<file path="src/rtl/imsic_msi_sender.sv">
// Queues decoded MSI writes and replays each one as a wide, stable-data level
// pulse so the IMSIC receive stage can capture it safely across clock domains.
module imsic_msi_sender #(
    parameter int NR_INTP_FILES    = 7,
    parameter int NR_HARTS         = 1,
    parameter int NR_SRC           = 256,
    parameter int FIFO_DEPTH       = 4,
    parameter int VLD_HIGH_CYCLES  = 8,
    parameter int INFO_HOLD_CYCLES = 8,
    localparam int NR_HARTS_WIDTH  = (NR_HARTS == 1) ? 1 : $clog2(NR_HARTS),
    localparam int MSI_INFO_WIDTH  = NR_HARTS_WIDTH + $clog2(NR_INTP_FILES)
                                     + $clog2(NR_SRC),
    localparam int CNT_WIDTH       = $clog2(FIFO_DEPTH) + 1
) (
    input  logic                      axi_clk,
    input  logic                      axi_rst,
    input  logic [MSI_INFO_WIDTH-1:0] i_msi_info,
    input  logic                      i_msi_info_vld,
    output logic                      o_msi_info_rdy,
    output logic [MSI_INFO_WIDTH-1:0] o_msi_info,
    output logic                      o_msi_info_vld,
    output logic [CNT_WIDTH-1:0]      o_fifo_cnt,
    output logic                      o_busy
);

    localparam int PTR_WIDTH = $clog2(FIFO_DEPTH);
    localparam int TMR_MAX   = (VLD_HIGH_CYCLES > INFO_HOLD_CYCLES) ?
                               VLD_HIGH_CYCLES : INFO_HOLD_CYCLES;
    localparam int TMR_WIDTH = $clog2(TMR_MAX) + 1;

    localparam logic [CNT_WIDTH-1:0] FULL      = CNT_WIDTH'(FIFO_DEPTH);
    localparam logic [TMR_WIDTH-1:0] HIGH_LOAD = TMR_WIDTH'(VLD_HIGH_CYCLES - 1);
    localparam logic [TMR_WIDTH-1:0] HOLD_LOAD = TMR_WIDTH'(INFO_HOLD_CYCLES - 1);

    typedef enum logic [1:0] {
        IDLE,
        HIGH,
        LOW
    } state_t;

    state_t                    state;
    logic [MSI_INFO_WIDTH-1:0] mem [FIFO_DEPTH];
    logic [PTR_WIDTH-1:0]      wr_ptr;
    logic [PTR_WIDTH-1:0]      rd_ptr;
    logic [CNT_WIDTH-1:0]      fifo_cnt;
    logic [TMR_WIDTH-1:0]      cnt;
    logic                      push;
    logic                      pop;

    assign o_msi_info_rdy = ~axi_rst & (fifo_cnt != FULL);
    assign push           = i_msi_info_vld & o_msi_info_rdy;
    assign pop            = (state == IDLE) & (fifo_cnt != '0);
    assign o_fifo_cnt     = fifo_cnt;
    assign o_busy         = (state != IDLE) | (fifo_cnt != '0);

    // Storage carries no reset; only the pointers and count define validity.
    always_ff @(posedge axi_clk) begin
        if (push) begin
            mem[wr_ptr] <= i_msi_info;
        end
    end

    always_ff @(posedge axi_clk) begin
        if (axi_rst) begin
            wr_ptr   <= '0;
            rd_ptr   <= '0;
            fifo_cnt <= '0;
        end else begin
            if (push) begin
                wr_ptr <= wr_ptr + 1'b1;
            end
            if (pop) begin
                rd_ptr <= rd_ptr + 1'b1;
            end
            case ({push, pop})
                2'b10:   fifo_cnt <= fifo_cnt + 1'b1;
                2'b01:   fifo_cnt <= fifo_cnt - 1'b1;
                default: fifo_cnt <= fifo_cnt;
            endcase
        end
    end

    // Data is only reloaded from IDLE, so it stays frozen through the hold gap.
    always_ff @(posedge axi_clk) begin
        if (axi_rst) begin
            state          <= IDLE;
            cnt            <= '0;
            o_msi_info     <= '0;
            o_msi_info_vld <= 1'b0;
        end else begin
            unique case (state)
                IDLE: begin
                    if (pop) begin
                        o_msi_info     <= mem[rd_ptr];
                        o_msi_info_vld <= 1'b1;
                        cnt            <= HIGH_LOAD;
                        state          <= HIGH;
                    end
                end
                HIGH: begin
                    if (cnt == '0) begin
                        o_msi_info_vld <= 1'b0;
                        cnt            <= HOLD_LOAD;
                        state          <= LOW;
                    end else begin
                        cnt <= cnt - 1'b1;
                    end
                end
                LOW: begin
                    if (cnt == '0) begin
                        state <= IDLE;
                    end else begin
                        cnt <= cnt - 1'b1;
                    end
                end
                default: state <= IDLE;
            endcase
        end
    end

endmodule

</file>
<file path="config.mk">
export PLATFORM = sky130hd
export DESIGN_NAME = imsic_msi_sender
export DESIGN_NICKNAME = d
export VERILOG_FILES = /design/src/rtl/imsic_msi_sender.sv
export SDC_FILE = /design/constraint.sdc
export NUM_CORES = 1
export LEC_CHECK = 0
export CORE_ASPECT_RATIO = 0.9
export CORE_MARGIN = 3
export CORE_UTILIZATION = 55
export CTS_CLUSTER_DIAMETER = 150
export CTS_CLUSTER_SIZE = 30
export DETAILED_ROUTE_END_ITERATION = 12
export PLACE_DENSITY = 0.88
export SLEW_MARGIN = 20
export SYNTH_ARGS = -nofsm -noshare
export SYNTH_HDL_FRONTEND = slang
export SYNTH_SLANG_ARGS = --single-unit
</file>
<file path="constraint.sdc">
create_clock -name axi_clk -period 2.67 [get_ports axi_clk]
set_input_delay 0.801 -clock axi_clk [delete_from_list [all_inputs] [get_ports axi_clk]]
set_output_delay 0.801 -clock axi_clk [all_outputs]
set_load 0.05 [all_outputs]
</file>
==> qor.yml <==
fin_worst_skew_ns: 0.00728
crit_path_end_kind: "primary output"
yosysSeqAreaShare_pct: 65.4
yosysTopAreaCell: "edfxtp_1"
grt_first_pass_wirelength_um: 8840
drt-pass1-iter-count: 4
synthCells: 213
core_region_area_mm2: 0.00504
cts_resized: 0
irDropWorstVdd_v: 0.000699
synthSimpleGateAreaFrac_pct: 8.13
path_clk_slew_ns: 0.07
numPortBuffers: 32
tns_ns: 0
stdcell_count: 329
required_ns: 1.87
synth_fa_ha_area_share_pct: 4.84
avgSynthCellArea_um2: 14.1
placementRows: 24
syn_nets: 239
start_util_pct: 59.5
synth_compound_area_share_pct: 8.00
p_leak_nw: 1.29
vias: 1836
power_density_mw_per_mm2: 1140
dpl.hpwl_um: 3560
synth-edff-count: 48
cp_max_fo: 2
synth_area_mm2: 0.00300
track_usage_pct: 18.4
die_area_mm2: 0.00638
clock_sinks: 74
max_freq_ghz: 0.387
ios: 33
dp_slack_ns: -0.0607
cts_inserted_buffers: 9
rsz0062_at_grt: "false"
yosysWarnings: 0
crit_path_start_kind: "input pin"
synth-async-reset-ratio_pct: 0
syn_to_final_growth_pct: 22.5
routed_wl_um: 5310
hold_buffers: 0
drtAntennaViolNets: 0
cp.arrival_ns: 1.78
hold_viol_final: 0
ys.flop_type: "edfxtp_1"
cts_tree: "done"
critPathKind: "in -> out"
tightest_slew_ns: 0.590
grt_max_degree: 27
post-cts-setup-buffer-count: 0
htree_levels: 3
netlist.area_leader.share_pct: 48.0
synth_most_common_cell: "edfxtp_1"
synth_mux_area_share_pct: 9.00
drive_gt1_share_pct: 17.4
avgViaCountPerCell: 5.58
outcome: "completed"
cts_root_buf: "clkbuf_8"
nFillCells: 321
synth_area_leaders: "edfxtp_1 (48%), dfxtp_1 (17%), mux4_2 (9.0%), ha_1 (4.2%), nand2_1 (3.3%)"
synth_xor_area_share_pct: 1.75
synth_top_family_by_area: "multiplexers"
grt_pass1_vias: 1798
place.gp.congestion: 0.722
clock_path_buffers: 2
synth-seq-cells: 74
synth_commonest_cells: "edfxtp_1 (48), dfxtp_1 (26), nand2_1 (26), a21oi_1 (18), nor2_1 (15)"
hold_class: "reg -> reg"
fin_ws_ns: 0.0875
antenna_found_initial: 0
dieHeight_um: 76.1
die_w_um: 83.9
drtIter0Drc: 114
period_share_pct: 96.7
p_total_mw: 4.20
ys_types: 32
antenna_cells: 0
slew_violations: 0
fin_nets: 285
drcViolationCount: 0
max-slew-margin-rel_pct: 60.6
wl_per_cell_um: 16.1
overflow: 0
min_period_ns: 2.58
setup_viol: 0
worstSkewPairLatency_ns: 0.34
post-place-cells: 313
maxCapViolations: 0
-- kinds of logic after synthesis --
| family | count (synthesis) |
|---|---|
| AO/OA/AOI/OAI | 37 |
| XOR/XNOR | 6 |
| adder cells (fa/ha/maj) | 11 |
| buffers and inverters | 21 |
| flip-flops | 74 |
| multiplexers | 12 |
| AND/OR/NAND/NOR | 52 |
-- path summary, 6_finish.rpt --
| kind | from | end | slack, ns | cells after the start |
|---|---|---|---|---|
| max | axi_rst | o_msi_info_rdy | 0.09 | 4 |
| min | o_msi_info[3] | o_msi_info[3] | 0.46 | 2 |
| min reg2reg | o_msi_info[3] | o_msi_info[3] | 0.46 | 2 |
| max reg2reg | o_fifo_cnt[0] | o_fifo_cnt[2] | 0.53 | 9 |
-- flip-flops by register name (all words and copies together), names as in the netlist --
signal          count
mem                48
o_msi_info         12
cnt                 4
o_fifo_cnt          3
rd_ptr              2
state               2
wr_ptr              2
o_msi_info_vld      1
-- through the flow --
| stage | area, um^2 | util, % | hold slack (ns) |
|---|---|---|---|
| after floorplan | 3010 | - | 0.484 |
| after detailed placement | 3460 | 68.6 | 0.450 |
| final | 3680 | 72.9 | 0.455 |
| after CTS | 3680 | 72.9 | 0.460 |
| after global placement | 3460 | 68.6 | 0.444 |
| after global routing | 3680 | 72.9 | 0.485 |
-- worst max-delay path, cell delays in order --
cell             delay, ns
clkdlybuf4s50_1       0.47
buf_4                 0.17
a21oi_2               0.17
buf_12                0.16
-- report_power, final --
group          total (mW)  switching (mW)  internal (mW)
combinational        1.74            1.05          0.688
sequential           1.53           0.139           1.39
clock               0.927           0.397          0.529
total                4.20            1.58           2.61
-- routing by layer --
metal	part of all wire, %	global-route usage (%)	wire length, um	up-vias
met5	0	0	0	-
met4	1.0	6.11	54	0
met3	6.0	7.14	321	4
met2	50	30.4	2670	68
met1	43	22.1	2270	893
li1	-	-	-	871
-- final cells by class --
type,instances,area [um^2],share of cell area (%)
multi-input combinational,118,956,26.0
timing repair buffer,43,410,11.2
clock buffer,10,128,3.47
tap,65,81.3,2.21
sequential,74,1960,53.4
inverter,13,48.8,1.33
clock inverter,6,90.1,2.45
-- placed cells by master (no fill, tap or decap), types with 2 or more instances in the layout --
master           synthesis  layout
edfxtp_1                48      48
buf_4                    1      12
a21oi_1                 18      17
xor2_1                   4       4
mux4_2                  12      12
xnor2_1                  2       2
inv_1                   12      12
a311oi_1                 3       3
o21ai_0                  7       7
bufinv_16                0       2
and2_1                   4       4
ha_1                    10      10
clkdlybuf4s50_1          0      30
or3_1                    2       2
nand2_1                 26      26
clkbuf_8                 0       9
nand4_1                  2       2
nor2_1                  15      15
dfxtp_1                 26      26
(Power assumes the default switching activity.)
